$ cat src/rtl/pc_fetch_unit_if.sv
// pc_fetch_unit_if
// Instruction-memory request/response bus between the fetch stage and the
// instruction memory.
//   imem_req   : fetch stage requests a word at imem_addr
//   imem_addr  : word address, held stable until imem_ready=1
//   imem_rdata : instruction word, valid in the cycle imem_ready=1
//   imem_ready : transaction completes this cycle (zero-wait allowed)
// Modports: master = fetch unit, slave = instruction memory.
interface pc_fetch_unit_if;
  logic        imem_req;
  logic [31:0] imem_addr;
  logic [31:0] imem_rdata;
  logic        imem_ready;

  modport master (
    output imem_req,
    output imem_addr,
    input  imem_rdata,
    input  imem_ready
  );

  modport slave (
    input  imem_req,
    input  imem_addr,
    output imem_rdata,
    output imem_ready
  );
endinterface

$ cat src/rtl/pc_fetch_unit.sv
// pc_fetch_unit
// Fetch stage of the pipelined MIPS core. Owns the PC, issues instruction
// fetches over a req/ready bus, and loads the IF/ID pipeline register.
// Handles ID stalls (with a one-entry hold buffer for a fetch that lands
// while ID is stalled) and redirects (no delay slot: the instruction in IF
// is squashed, including one still in flight on the memory bus).
// Ports:
//   clk, reset        : clock (rising edge), synchronous active-high reset
//   NPC, redirect     : redirect target and strobe from ID next-PC logic
//   stall             : hazard unit request to hold PC and IF/ID
//   PC, PC_plus_4     : current fetch PC and its sequential successor
//   imem_bus          : instruction-memory bus (master side)
//   IR_D, PC_D, PC_plus_4_D, valid_D : IF/ID pipeline register
module pc_fetch_unit #(
  parameter logic [31:0] RESET_PC  = 32'h0000_3000,
  parameter logic [31:0] NOP_INSTR = 32'h0000_0000
) (
  input  logic                   clk,
  input  logic                   reset,
  input  logic [31:0]            NPC,
  input  logic                   redirect,
  input  logic                   stall,
  output logic [31:0]            PC,
  output logic [31:0]            PC_plus_4,
  pc_fetch_unit_if.master        imem_bus,
  output logic [31:0]            IR_D,
  output logic [31:0]            PC_D,
  output logic [31:0]            PC_plus_4_D,
  output logic                   valid_D
);

  typedef enum logic [1:0] {
    FETCH  = 2'd0,
    HOLD   = 2'd1,
    SQUASH = 2'd2
  } state_t;

  state_t      state_reg, state_next;
  logic [31:0] pc_reg, pc_next;
  logic [31:0] ir_d_reg, ir_d_next;
  logic [31:0] pc_d_reg, pc_d_next;
  logic [31:0] pc_plus_4_d_reg, pc_plus_4_d_next;
  logic        valid_d_reg, valid_d_next;
  logic [31:0] hold_instr_reg, hold_instr_next;
  logic [31:0] hold_pc_reg, hold_pc_next;
  logic [31:0] stale_addr_reg, stale_addr_next;

  logic [31:0] pc_inc;
  logic [31:0] npc_aligned;

  assign pc_inc      = pc_reg + 32'd4;
  assign npc_aligned = NPC & ~32'd3;

  always_comb begin
    state_next       = state_reg;
    pc_next          = pc_reg;
    ir_d_next        = ir_d_reg;
    pc_d_next        = pc_d_reg;
    pc_plus_4_d_next = pc_plus_4_d_reg;
    valid_d_next     = valid_d_reg;
    hold_instr_next  = hold_instr_reg;
    hold_pc_next     = hold_pc_reg;
    stale_addr_next  = stale_addr_reg;
    imem_bus.imem_req  = 1'b0;
    imem_bus.imem_addr = pc_reg;

    case (state_reg)
      FETCH: begin
        imem_bus.imem_req  = 1'b1;
        imem_bus.imem_addr = pc_reg;
        if (imem_bus.imem_ready) begin
          if (redirect) begin
            pc_next      = npc_aligned;
            valid_d_next = 1'b0;
          end else if (stall) begin
            // ID cannot accept it yet: park the word and stop requesting.
            hold_instr_next = imem_bus.imem_rdata;
            hold_pc_next    = pc_reg;
            state_next      = HOLD;
          end else begin
            ir_d_next        = imem_bus.imem_rdata;
            pc_d_next        = pc_reg;
            pc_plus_4_d_next = pc_inc;
            valid_d_next     = 1'b1;
            pc_next          = pc_inc;
          end
        end else begin
          if (redirect) begin
            // The request must stay on the bus until it completes, so
            // remember its address and drain it in SQUASH.
            stale_addr_next = pc_reg;
            pc_next         = npc_aligned;
            valid_d_next    = 1'b0;
            state_next      = SQUASH;
          end else if (!stall) begin
            valid_d_next = 1'b0;
          end
        end
      end

      HOLD: begin
        if (redirect) begin
          pc_next      = npc_aligned;
          valid_d_next = 1'b0;
          state_next   = FETCH;
        end else if (!stall) begin
          ir_d_next        = hold_instr_reg;
          pc_d_next        = hold_pc_reg;
          pc_plus_4_d_next = hold_pc_reg + 32'd4;
          valid_d_next     = 1'b1;
          pc_next          = pc_inc;
          state_next       = FETCH;
        end
      end

      SQUASH: begin
        imem_bus.imem_req  = 1'b1;
        imem_bus.imem_addr = stale_addr_reg;
        if (redirect) begin
          // Latest target wins; the stale transaction is still drained.
          pc_next      = npc_aligned;
          valid_d_next = 1'b0;
        end else begin
          if (imem_bus.imem_ready) begin
            state_next = FETCH;
          end
          if (!stall) begin
            valid_d_next = 1'b0;
          end
        end
      end

      default: begin
        state_next = FETCH;
      end
    endcase

    if (reset) begin
      imem_bus.imem_req = 1'b0;
    end
  end

  always_ff @(posedge clk) begin
    if (reset) begin
      state_reg       <= FETCH;
      pc_reg          <= RESET_PC;
      ir_d_reg        <= NOP_INSTR;
      pc_d_reg        <= 32'd0;
      pc_plus_4_d_reg <= 32'd0;
      valid_d_reg     <= 1'b0;
      hold_instr_reg  <= 32'd0;
      hold_pc_reg     <= 32'd0;
      stale_addr_reg  <= 32'd0;
    end else begin
      state_reg       <= state_next;
      pc_reg          <= pc_next;
      ir_d_reg        <= ir_d_next;
      pc_d_reg        <= pc_d_next;
      pc_plus_4_d_reg <= pc_plus_4_d_next;
      valid_d_reg     <= valid_d_next;
      hold_instr_reg  <= hold_instr_next;
      hold_pc_reg     <= hold_pc_next;
      stale_addr_reg  <= stale_addr_next;
    end
  end

  assign PC          = pc_reg;
  assign PC_plus_4   = pc_inc;
  assign IR_D        = ir_d_reg;
  assign PC_D        = pc_d_reg;
  assign PC_plus_4_D = pc_plus_4_d_reg;
  assign valid_D     = valid_d_reg;

endmodule

$ cat src/flat_wrapper.sv
// flat-port wrapper written by rule: the top's interface ports become plain ports
module pc_fetch_unit_flat 
#(
  parameter logic [31:0] RESET_PC  = 32'h0000_3000,
  parameter logic [31:0] NOP_INSTR = 32'h0000_0000
)
  (clk, reset, NPC, redirect, stall, PC, PC_plus_4, IR_D, PC_D, PC_plus_4_D, valid_D, imem_bus_imem_req, imem_bus_imem_addr, imem_bus_imem_rdata, imem_bus_imem_ready);
  pc_fetch_unit_if imem_bus_i ();
  input  logic clk;
  input  logic reset;
  input  logic [31:0] NPC;
  input  logic redirect;
  input  logic stall;
  output logic [31:0] PC;
  output logic [31:0] PC_plus_4;
  output logic [31:0] IR_D;
  output logic [31:0] PC_D;
  output logic [31:0] PC_plus_4_D;
  output logic valid_D;
  output wire logic [$bits(imem_bus_i.imem_req)-1:0] imem_bus_imem_req;
  output wire logic [$bits(imem_bus_i.imem_addr)-1:0] imem_bus_imem_addr;
  input wire logic [$bits(imem_bus_i.imem_rdata)-1:0] imem_bus_imem_rdata;
  input wire logic [$bits(imem_bus_i.imem_ready)-1:0] imem_bus_imem_ready;
  assign imem_bus_imem_req = imem_bus_i.imem_req;
  assign imem_bus_imem_addr = imem_bus_i.imem_addr;
  assign imem_bus_i.imem_rdata = imem_bus_imem_rdata;
  assign imem_bus_i.imem_ready = imem_bus_imem_ready;
  pc_fetch_unit #(.RESET_PC(RESET_PC), .NOP_INSTR(NOP_INSTR)) u_core (.clk(clk), .reset(reset), .NPC(NPC), .redirect(redirect), .stall(stall), .PC(PC), .PC_plus_4(PC_plus_4), .imem_bus(imem_bus_i), .IR_D(IR_D), .PC_D(PC_D), .PC_plus_4_D(PC_plus_4_D), .valid_D(valid_D));
endmodule
$ cat config.mk
export PLATFORM = sky130hd
export DESIGN_NAME = pc_fetch_unit_flat
export DESIGN_NICKNAME = d
export VERILOG_FILES = /design/src/rtl/pc_fetch_unit_if.sv /design/src/rtl/pc_fetch_unit.sv /design/src/flat_wrapper.sv
export SDC_FILE = /design/constraint.sdc
export NUM_CORES = 1
export LEC_CHECK = 0
export BUFFER_PORTS_ARGS = -buffer_cell sky130_fd_sc_hd__buf_2
export CORE_ASPECT_RATIO = 1.25
export CORE_MARGIN = 3
export CORE_UTILIZATION = 43
export DETAILED_ROUTE_END_ITERATION = 8
export GPL_TIMING_DRIVEN = 0
export HOLD_SLACK_MARGIN = 0.02
export PLACE_DENSITY_LB_ADDON = 0.12
export SLEW_MARGIN = 5
export SYNTH_ARGS = -nofsm -noshare
export SYNTH_HDL_FRONTEND = slang
export SYNTH_SLANG_ARGS = --single-unit
$ cat constraint.sdc
create_clock -name clk -period 3 [get_ports clk]
set_input_delay 0.9 -clock clk [delete_from_list [all_inputs] [get_ports clk]]
set_output_delay 0.9 -clock clk [all_outputs]
set_load 0.005 [all_outputs]
# Yosys cells after proc, flatten, opt, wreduce, memory -nomap -nowiden
# Cells that the tools add are included.
# totals
ff_bits	227
latchBits	0
ramBits	0
romBits	0
word_cells	75
memories	0
# classes
add_sub_neg	2
mul	0
n_div	0
n_lt_le_gt_ge	0
n_eq_ne	13
shift	0
n_mux	41
bitwise	2
reduce_logical	8
# ops
operator	n
$mux W32	20
$pmux W32 S2	3
$pmux W32 S3	1
$add A32 B3 Y32 const B	2
$mux W2	8
$ne A2 B2 Y1 const B	7
$ne A3 B3 Y1 const B	4
$reduce_and A6 Y1	2
$mux W1	7
$pmux W2 S3	1
$reduce_and A4 Y1	1
$pmux W1 S3	1
$reduce_and A3 Y1	1
$reduce_bool A3 Y1	1
$eq A2 B1 Y1 const B	1
$eq A2 B2 Y1 const B	1
$logic_not A2 Y1	1
$not A1 Y1	2
$reduce_bool A2 Y1	1
$reduce_or A2 Y1	1

# Logic depth before layout (Yosys ltp)
# logic_depth
depth_word	5
ltp_mapped	10
depth_no_buf	8

# Worst setup path after synthesis
# OpenSTA, ideal clock, no wires.
# synth_timing
path_kind	input-to-output
start	input port reset
end	output port imem_bus_imem_req
arrival_ps	1814
required_time_ps	2100
path_slack_ps	286
path_stages	4
path_buffers	3
path_cell_list	clkbuf_1 -> buf_1 -> clkbuf_1 -> nor2_1
# synth_via
elab_chain_cells	1
# synth_lines
element	line	source
start: declaration	flat_wrapper.sv:10	input logic reset;
$mux W1	pc_fetch_unit.sv:138	if (reset) begin
end: declaration	flat_wrapper.sv:20	output wire logic [$bits(imem_bus_i.imem_req)-1:0] imem_bus_imem_req;
# Every way passes these cells.

# Final worst setup path
# layout_timing
start	register u_core.pc_reg[12] (netlist: u_core.PC[12])
end	output port PC_plus_4[28]
# layout_via
elab_chain_cells	1
# layout_lines
element	line	source
start: declaration	pc_fetch_unit.sv:39	logic [31:0] pc_reg, pc_next;
start signal: assignment	pc_fetch_unit.sv:156	pc_reg <= pc_next;
$add A32 B3 Y32	pc_fetch_unit.sv:51	assign pc_inc = pc_reg + 32'd4;
end: declaration	flat_wrapper.sv:15	output logic [31:0] PC_plus_4;
# Every way passes these cells.

==> run summary <==
- 38.3% — sequential share of power
- -2.87 ns — Setup TNS Final
- 0.64 ns — max incr delay on CP
- 0.452 ns — worst hold margin
- 25.1% — combinational fraction of design power
- 1437 — Cells after Synth
- 5900 uW — internal power summed over all cells
- 32.1% — Sw Ratio
- 21.9 um — wire per inst
- yes — TritonCTS clock tree
- sky130_fd_sc_hd__clkbuf_16 — Clock Root Buffer
- -0.882 ns — Placement Setup Slack
- sky130_fd_sc_hd__dfxtp_1 — cell taking the most area after synthesis
- 6 — iteration count of the initial detailed-routing pass
- 0 — synth warn
- nand4_4 > or4_4 > nor3_1 > xor2_1 > buf_2 — crit-path cells
- 7.94 um2 — average cell area after synthesis
- 28.9% — share of final-layout standard cells stronger than drive strength 1
- flop — launching element type of the critical path
- 1195 — first-iteration detailed-routing DRC count
- 1512 — synthesized net count
- 31.5% — Total Routing Usage GR
- 260 — count of port buffers added during placement
- 29.5% — relative max-transition margin
- 5 — highest fanout seen on the critical path
- 0 — max-cap viol count
- 43.7% — starting utilization of the core area
- flop to flop — hold crit path type
- 66 — Placement Rows
- sky130_fd_sc_hd__dfxtp_1 (39%), sky130_fd_sc_hd__nand2_1 (8.6%), sky130_fd_sc_hd__mux2i_1 (6.9%) — main area contributors after synthesis
- 25 — CTS buffer count
- yes — unrepaired setup endpoints after global routing
- 11662 — vias in the first global route
- 3.40 ns — clock period minus worst slack
- 225 — number of synthesized register bits
- 3 — buffers from clock root to sink, at most
- 0 — total count of max-transition violations in the final report
- 0 — total inserted antenna cells
- 0 — Hold Fails Final Rpt
- 2.10 ns — required time reported for the critical path endpoint
- 5.76 — Vias/cell
- 1 — H-Tree Level Count
- 0 — count of flip-flops with a built-in enable after synthesis
- 12330 — vias after detailed routing
- sky130_fd_sc_hd__nand2_1 — most frequent cell after synthesis
- 578 nW/um2 — Power Dens Cells
- 0.00607 uW — leakage dissipation
- 39.5% — sequential-to-total area share from yosys stat
- 188 um — floorplan die height
- 28500 um2 — die area
- 20 — maximum number of pins on one net before global-route repair
- 2.50 ns — arrival time of data at the critical path endpoint
- 1.05 ns — worst-margin pin slew
- 0 — final global-route overflow total
- 33.9 mm — HPWL after DPL
- 31.9% — growth of design area from synthesis to finish
- 0.969 — final weighted congestion in routability-driven placement
- 0.294 GHz — highest clock frequency the design can meet
- 11400 um2 — post-synthesis instance area
- 39.5% — fraction of synthesized cell area taken by the top area cell type
- 17 — setup-violating endpoint count in the final report
- simple AND/OR/NAND/NOR gates — kind of cell adding the most delay to the critical path
- 152 um — chip width
- 26100 um2 — core outline area
- 0.0123 ns — Worst Clk Skew
- negative setup slack — failing checks
- 263 — IO Pins
- 511 uV — VDD IR max
- flop to output port — type of the worst setup path
- 0.54 ns — Worst-Skew Late Latency
- sky130_fd_sc_hd__nand2_1 (261), sky130_fd_sc_hd__dfxtp_1 (225), sky130_fd_sc_hd__a21oi_1 (152) — top cells by count, synth
- 0 — number of buffers inserted for hold repair after clock tree synthesis
- 0 — antenna violations before repair
- sky130_fd_sc_hd__dfxtp_1 — flip-flop cell with the highest count after synthesis
- 1858 — NumNets Final
- complete, but fails checks — run status
- 0.06 ns — clock-pin slew of the registers on the worst-case setup and hold paths
- 2790 uW — net load switching power
- 0 — post-detailed-route count of antenna-violating nets
- output port — sort of element at the end of the critical path
- 0% — async set-or-reset flop fraction in the synthesized netlist
- -0.397 ns — setup slack after layout
- sky130_fd_sc_hd__or4_4 — Worst path slowest cell
- 46.9 mm — post-detailed-routing wire length
- 36.6% — clock power share
- 65 — unique cell type count in the Yosys netlist
- 0 — DRC errors left
- 1 — count of buffering cells on the critical path with inverters included
- 0.11 ns — r2r setup slk
- 225 — sinks on the clock net
- 113% — final worst path period share
- 69.0 mm — global-route wire length before repair
==> worst paths after layout <==
| kind | endpoint | startpoint | depth (start not counted) |
|---|---|---|---|
| worst max-delay path | PC_plus_4[28] | u_core.PC[12]$_SDFFE_PP1P_ | 5 |
| worst min-delay path | u_core.hold_instr_reg[2]$_SDFFE_PP0P_ | u_core.hold_instr_reg[2]$_SDFFE_PP0P_ | 2 |
| worst max register to register | u_core.PC[17]$_SDFFE_PP0P_ | u_core.state_reg[0]$_SDFFE_PP0P_ | 10 |
| worst min register to register | u_core.hold_instr_reg[2]$_SDFFE_PP0P_ | u_core.hold_instr_reg[2]$_SDFFE_PP0P_ | 2 |
==> tightest hold or removal path: stages (launching register included) <==
cell and delay (ns):
sky130_fd_sc_hd__dfxtp_1 0.31, sky130_fd_sc_hd__nand2_1 0.05, sky130_fd_sc_hd__a21oi_1 0.05
==> power groups by stage <==
stage / logic (uW) / registers, uW / clock network, uW
detailed placement: 1920 / 3380 / 0
floorplan: 1120 / 3350 / 0
CTS: 2110 / 3320 / 3210
global route: 2350 / 3340 / 3330
finish: 2180 / 3330 / 3180
global placement: 1910 / 3380 / 0
==> placed cells by master (no fill, tap or decap), drive strengths merged, types with 16 or more instances in the layout <==
cell and instances:
a211oi 68, a21oi 153, buf 355, clkbuf 135, dfxtp 225, inv 21, mux2 25, mux2i 79
nand2 262, nand3 35, nand3b 16, nand4 20, nor2 116, nor3 30, o21ai 50, xnor2 37
xor2 24
==> metal layers <==
layer  GRT usage, %  vias up  wire length, um  share of wire [%]
met4           14.4        0             2450                5.2
met2           51.1      684            21700                 46
met5              0        -                0                  0
li1               -     5710                -                  -
met3           6.94      148             4550                9.7
met1           39.5     5788            18200                 39
==> layout make-up <==
type                    instances  area, um2
fillers                      2524      11100
multi-input cells            1055       6640
flip-flops and latches        225       4550
repair buffers                331       1890
clock buffers                  34        729
plain buffers                 125        618
well taps                     340        425
clock inverters                12        114
inverters                      20       75.1
==> metrics by stage <==
stage | cells | total power (uW) | cell area [um2] | util [%]
6_report | 2142 | 8690 | 15000 | 57.6
5_1_grt | 2142 | 9020 | 15000 | 57.6
2_1_floorplan | 1437 | 4470 | 11400 | -
3_3_place_gp | 2037 | 5290 | 13100 | 50.3
3_5_place_dp | 2037 | 5300 | 13100 | 50.3
4_1_cts | 2119 | 8640 | 14700 | 56.4
==> repair_timing <==
action,in CTS,in global routing
gates cloned,1,0
setup buffers,42,29
resized for setup,122,61
setup endpoints to repair,127,110
pin swaps,23,27
==> cell families (layout without fill, tap and decap cells) <==
kind of cell / Yosys count / in the layout / share of synthesized area [%]
buffers and inverters: 158 / 522 / 5.62
adder cells (fa/ha/maj): 6 / 6 / 0.658
AND/OR/NAND/NOR: 540 / 541 / 21.8
multiplexers: 104 / 104 / 9.40
XOR/XNOR: 61 / 61 / 4.75
flip-flops: 225 / 225 / 39.5
AO/OA/AOI/OAI: 343 / 343 / 18.3
Power figures use the tool's default switching activity.
